===== src/rtl/message_block_sequencer_pkg.sv =====
// Shared definitions for the message block sequencer: the default block width,
// the sequencer state encoding and the block-count saturation rule.
package message_block_sequencer_pkg;

    localparam int BLOCK_W_DEFAULT = 512;

    typedef enum logic [0:0] {
        IDLE = 1'b0,
        EMIT = 1'b1
    } state_e;

    // A requested count of zero, or one larger than the message can hold,
    // means "emit every block the message has".
    function automatic int unsigned sat_count(input int unsigned nblk,
                                              input int unsigned max_blocks);
        if (nblk == 0 || nblk > max_blocks) begin
            return max_blocks;
        end
        return nblk;
    endfunction

endpackage


===== src/rtl/message_block_sequencer_block_mux.sv =====
// Picks one BLOCK_W slice out of a stored message. Block 0 sits in the most
// significant bits. An index past the end of the message yields zero.
module block_mux #(
    parameter int NUM_BLOCKS = 2,
    parameter int BLOCK_W    = 512,
    parameter int CNT_W      = 2
) (
    input  logic [NUM_BLOCKS*BLOCK_W-1:0] msg_i,
    input  logic [CNT_W-1:0]              idx_i,
    output logic [BLOCK_W-1:0]            block_o
);

    // Constant-offset slices compared against the index keep the mux regular.
    always_comb begin
        block_o = '0;
        for (int i = 0; i < NUM_BLOCKS; i++) begin
            if (idx_i == CNT_W'(i)) begin
                block_o = msg_i[(NUM_BLOCKS-i)*BLOCK_W-1 -: BLOCK_W];
            end
        end
    end

endmodule


===== src/rtl/message_block_sequencer.sv =====
// Message block sequencer: accepts a whole multi-block message in one beat and
// replays it one block per handshake on the output side.
//
// Handshakes: a transfer happens on a rising clk edge where valid and ready are
// both 1. The output side holds out_block/out_idx/out_first/out_last stable
// while out_valid=1 and out_ready=0; out_valid never drops without a transfer
// except on abort or reset. in_ready does not depend on in_valid.
module message_block_sequencer
    import message_block_sequencer_pkg::*;
#(
    parameter int NUM_BLOCKS = 2,
    parameter int BLOCK_W    = BLOCK_W_DEFAULT,
    parameter int CNT_W      = $clog2(NUM_BLOCKS + 1)
) (
    input  logic                          clk,
    input  logic                          rst_n,
    input  logic                          abort,
    input  logic                          in_valid,
    output logic                          in_ready,
    input  logic [NUM_BLOCKS*BLOCK_W-1:0] in_msg,
    input  logic [CNT_W-1:0]              in_nblk,
    output logic                          out_valid,
    input  logic                          out_ready,
    output logic [BLOCK_W-1:0]            out_block,
    output logic [CNT_W-1:0]              out_idx,
    output logic                          out_first,
    output logic                          out_last,
    output state_e                        dbg_state
);

    state_e                        state_q, state_d;
    logic [CNT_W-1:0]              idx_q, idx_d;
    logic [CNT_W-1:0]              cnt_q, cnt_d;
    logic [NUM_BLOCKS*BLOCK_W-1:0] msg_q, msg_d;
    // Low during reset and for the first cycle after release, so in_ready
    // stays low until the block has seen a clock edge out of reset.
    logic                          alive_q;
    logic                          emit;
    logic                          is_last;
    logic [BLOCK_W-1:0]            mux_block;

    assign emit    = (state_q == EMIT);
    assign is_last = (idx_q == cnt_q - CNT_W'(1));

    block_mux #(
        .NUM_BLOCKS(NUM_BLOCKS),
        .BLOCK_W   (BLOCK_W),
        .CNT_W     (CNT_W)
    ) u_block_mux (
        .msg_i  (msg_q),
        .idx_i  (idx_q),
        .block_o(mux_block)
    );

    // Next-state logic; abort wins over both capture and advance.
    always_comb begin
        state_d = state_q;
        idx_d   = idx_q;
        cnt_d   = cnt_q;
        msg_d   = msg_q;
        if (abort) begin
            state_d = IDLE;
            idx_d   = '0;
        end else begin
            case (state_q)
                IDLE: begin
                    if (in_valid && alive_q) begin
                        msg_d   = in_msg;
                        cnt_d   = CNT_W'(sat_count(32'(in_nblk), NUM_BLOCKS));
                        idx_d   = '0;
                        state_d = EMIT;
                    end
                end
                EMIT: begin
                    if (out_ready) begin
                        if (is_last) begin
                            state_d = IDLE;
                            idx_d   = '0;
                        end else begin
                            idx_d = idx_q + CNT_W'(1);
                        end
                    end
                end
                default: begin
                    state_d = IDLE;
                    idx_d   = '0;
                end
            endcase
        end
    end

    // State registers with asynchronous active-low reset.
    always_ff @(posedge clk or negedge rst_n) begin
        if (!rst_n) begin
            state_q <= IDLE;
            idx_q   <= '0;
            cnt_q   <= '0;
            msg_q   <= '0;
            alive_q <= 1'b0;
        end else begin
            state_q <= state_d;
            idx_q   <= idx_d;
            cnt_q   <= cnt_d;
            msg_q   <= msg_d;
            alive_q <= 1'b1;
        end
    end

    // Outputs are forced quiet outside EMIT so reset and IDLE read as zero.
    always_comb begin
        in_ready  = alive_q && !emit;
        out_valid = emit;
        out_idx   = idx_q;
        out_first = emit && (idx_q == '0);
        out_last  = emit && is_last;
        out_block = emit ? mux_block : '0;
        dbg_state = state_q;
    end

endmodule

===== config.mk =====
export PLATFORM = sky130hd
export DESIGN_NAME = message_block_sequencer
export DESIGN_NICKNAME = d
export VERILOG_FILES = /design/src/rtl/message_block_sequencer_pkg.sv /design/src/rtl/message_block_sequencer_block_mux.sv /design/src/rtl/message_block_sequencer.sv
export SDC_FILE = /design/constraint.sdc
export NUM_CORES = 2
export LEC_CHECK = 0
export CAP_MARGIN = 20
export CORE_AREA = 8 8 594 596
export DETAILED_ROUTE_END_ITERATION = 7
export DIE_AREA = 0 0 602 604
export SYNTH_ARGS = -nofsm -noshare
export SYNTH_HDL_FRONTEND = slang
export SYNTH_SLANG_ARGS = --single-unit

===== constraint.sdc =====
create_clock -name clk -period 3.5 [get_ports clk]
set_input_delay 0.35 -clock clk [delete_from_list [all_inputs] [get_ports clk]]
set_output_delay 0.35 -clock clk [all_outputs]
set_load 0.1 [all_outputs]

==> impl_metrics.env <==
export IMPL_crit_chain="buf_6 -> ha_4 -> nor2b_4 -> buf_12 -> buf_16 -> buf_12 -> clkbuf_16 -> a22oi_2 -> nor2b_2 -> buf_12"
export IMPL_ir_drop_v=0.000319
export IMPL_cts_htree_levels=4
export IMPL_hold_start="in_msg[251]"
export IMPL_required_ns=3.15
export IMPL_fmax_ghz=0.294
export IMPL_synth_mux_area_frac=0.000215
export IMPL_cpMostUsedCell="buf_12"
export IMPL_area_delta_synth_final_pct=83.2
export IMPL_setup_viol=0
export IMPL_clock_root_buffer="clkbuf_16"
export IMPL_place_gp_congestion=0.971
export IMPL_r2r_cells=5
export IMPL_postRouteAntennaNets=0
export IMPL_synth_nets=6590
export IMPL_period_needed_ns=3.40
export IMPL_min_to="msg_q[251]$_DFFE_PN0P_"
export IMPL_ys_types=26
export IMPL_r2r_end="msg_q[151]$_DFFE_PN0P_"
export IMPL_port_buffers=1549
export IMPL_die_area_um2=364000
export IMPL_syn_area_um2=46500
export IMPL_path_max_fanout=18
export IMPL_fin_skew_ns=0.0641
export IMPL_tightest_slew_ns=0.821
export IMPL_finalPower_w=0.0448
export IMPL_reg2reg_slack_ns=1.00
export IMPL_drcViolationCount=0
export IMPL_clockBufferDepth=4
export IMPL_timing_rr_start="dbg_state$_DFF_PN0_"
export IMPL_drv_cap=0
export IMPL_rows=216
export IMPL_status="finished clean"
export IMPL_power_density_nw_per_um2=526
export IMPL_firstDrtPassIters=6
export IMPL_synth_seq_area_share=0.555
export IMPL_die_w_um=602
export IMPL_clkTransAtPathRegs_ns=0.06
export IMPL_synth_compound_area_share=0.0835
export IMPL_grtUsageTotal=0.185
export IMPL_drive_gt1_frac=0.207
export IMPL_cp_end_kind="output pin"
export IMPL_worstSetupStartpointType="flip-flop"
export IMPL_synth_xor_area_frac=0.000189
export IMPL_synth_top_family_by_area="simple AND/OR/NAND/NOR gates"
export IMPL_cts_made_buffers=138
export IMPL_slew_headroom=0.437
export IMPL_vias_per_cell=3.98
export IMPL_final_nets=8536
export IMPL_crit_type="reg2out"
export IMPL_holdPathStages=3
export IMPL_grt_pass1_vias=48900
export IMPL_hp_class="in2reg"
export IMPL_synth_simple_area_share=0.320
export IMPL_antenna_found_initial=133
export IMPL_critical_path_arrival_ns=3.05
export IMPL_vias=48700
export IMPL_avgRoutedWirePerCell_um=29.1
export IMPL_leakage_nw=38.1
export IMPL_cpPeakStageDelay_ns=0.42
export IMPL_synth_area_per_cell_um2=8.36
export IMPL_hpwl_um=282000
export IMPL_wl_um=356000
export IMPL_syn_inst=5557
export IMPL_clock_latency_ns=0.83
export IMPL_yosys_register_bits=1030
export IMPL_yosys_warnings=0
export IMPL_die_h_um=604
export IMPL_cts_sinks=1030
export IMPL_grt_pass1_wl_um=461000
export IMPL_cts_tree="built"
export IMPL_rsz0062_at_grt="true"
export IMPL_final_hold_violation_count=0
export IMPL_fill_cells=36700
export IMPL_synth_fa_ha_area_frac=0.000539
export IMPL_initial_core_util=0.135
export IMPL_whs_ns=0.0799
export IMPL_ios=1550
export IMPL_core_um2=344000
export IMPL_cpMaxStageDelayCell="dfrtp_2"
export IMPL_grt_overflow=0
export IMPL_period_share=0.971
export IMPL_maxSlewViolCount=0
export IMPL_drt_iter0_drc=4638
export IMPL_grt_max_degree=135
layout make-up:
class | count | area, um2 | share of cell area
clock buffers | 180 | 3870 | 0.0455
diodes | 56 | 140 | 0.00165
repair buffers | 2207 | 28200 | 0.331
clock inverters | 60 | 857 | 0.0101
flip-flops and latches | 1030 | 25800 | 0.303
multi-input cells | 4124 | 20600 | 0.242
inverters | 2 | 7.51 | 0.0000882
well taps | 4578 | 5730 | 0.0673
cells in the mapped netlist, drive strengths merged:
cell | count | area share
nand3b | 2 | 0.00032
o32ai | 1 | 0.00019
nor2b | 513 | 0.069
nand2 | 3078 | 0.25
ha | 2 | 0.00054
a311oi | 1 | 0.00019
xnor2 | 1 | 0.00019
a22oi | 511 | 0.083
nand4b | 2 | 0.00038
nand2b | 2 | 0.00027
and4bb | 1 | 0.00027
o21a | 1 | 0.00016
conb | 1 | 0.000081
buf | 228 | 0.027
nand4bb | 1 | 0.00024
clkbuf | 173 | 0.014
dfrtp | 1030 | 0.55
o41ai | 1 | 0.00019
inv | 2 | 0.00016
mux2i | 1 | 0.00022
and2 | 3 | 0.00040
o21ai | 1 | 0.00011
a21oi | 1 | 0.00011
sequential cells by signal, indices dropped and copies added, names as in the netlist:
| signal | cells |
|---|---|
| dbg_state | 1 |
| msg_q | 1024 |
| out_idx | 2 |
| cnt_q | 2 |
| alive_q | 1 |
cell usage in the layout (no fill, tap or decap), types with 4 or more instances in the layout:
cell,count
a22oi_1,424
a22oi_2,87
buf_12,568
buf_16,26
buf_4,124
buf_6,8
bufbuf_16,4
bufinv_16,15
clkbuf_1,16
clkbuf_16,147
clkbuf_8,26
clkdlybuf4s50_1,1029
clkinv_2,24
clkinvlp_4,6
dfrtp_1,1028
diode_2,56
dlygate4sd3_1,437
inv_16,4
inv_6,4
nand2_1,3078
nor2b_2,506
nor2b_4,6
kinds of logic (layout without fill, tap and decap cells):
logic type / Yosys count / after routing
adders and majority gates: 2 / 2
other: 1 / 57
DFF: 1030 / 1030
and+or+nand+nor: 3602 / 3602
xor gates and xnor gates: 1 / 1
muxes: 1 / 1
buffers and inverters: 403 / 2449
AOI/OAI and AO/OA: 517 / 517
worst max-delay path, delay by kind of cell (launching register included):
family | cells | cell delay [ns]
adder cells (fa/ha/maj) | 1 | 0.17
AND/OR/NAND/NOR | 2 | 0.35
AO/OA/AOI/OAI | 1 | 0.11
flip-flops | 1 | 0.42
buffers and inverters | 6 | 1.05
stage by stage:
step	area, um2	utilization	setup WS (ns)	cells	setup TNS (ns)
after floorplan	47700	-	0.176	5557	0
after global placement	74100	0.215	0.238	11400	0
after detailed placement	74100	0.215	0.266	11400	0
after CTS	84600	0.246	-0.0637	12200	-0.548
after global routing	85100	0.247	-0.0614	12200	-0.255
final	85100	0.247	0.102	12200	0
metal layers:
layer / global-route usage / part of all wire / up-vias
met1: 0.227 / 0.40 / 24300
met4: 0.0607 / 0.040 / 76
li1: - / - / 21600
met2: 0.301 / 0.46 / 2152
met3: 0.0688 / 0.096 / 548
met5: 0 / 0.0015 / -
worst max path at each step:
| stage | from | endpoint | slack [ns] | cells past startpoint |
|---|---|---|---|---|
| 5_1_grt | out_idx[1]$_DFFE_PN0P_ | out_block[52] | -0.06 | 10 |
| 4_1_cts | out_idx[0]$_DFFE_PN0P_ | out_block[107] | -0.06 | 10 |
| 2_1_floorplan | out_idx[1]$_DFFE_PN0P_ | out_block[420] | 0.18 | 9 |
| 6_report | out_idx[0]$_DFFE_PN0P_ | out_block[186] | 0.10 | 10 |
| 3_5_place_dp | out_idx[1]$_DFFE_PN0P_ | out_block[26] | 0.27 | 8 |
| 3_3_place_gp | out_idx[1]$_DFFE_PN0P_ | out_block[26] | 0.24 | 8 |
where the power goes:
group / switching (W) / total [W] / internal, W
clock network: 0.00618 / 0.0152 / 0.00898
registers: 0.00245 / 0.0166 / 0.0141
logic: 0.00794 / 0.0130 / 0.00507
timing repair:
item / CTS / global route
pin swaps: 11 / 6
resized for setup: 119 / 23
setup endpoints to repair: 411 / 185
hold endpoints to repair: 461 / 0
cloned: 17 / 9
buffers inserted: 25 / 10
hold buffers: 437 / 0
Note: power is estimated with default switching activity, not from simulation.
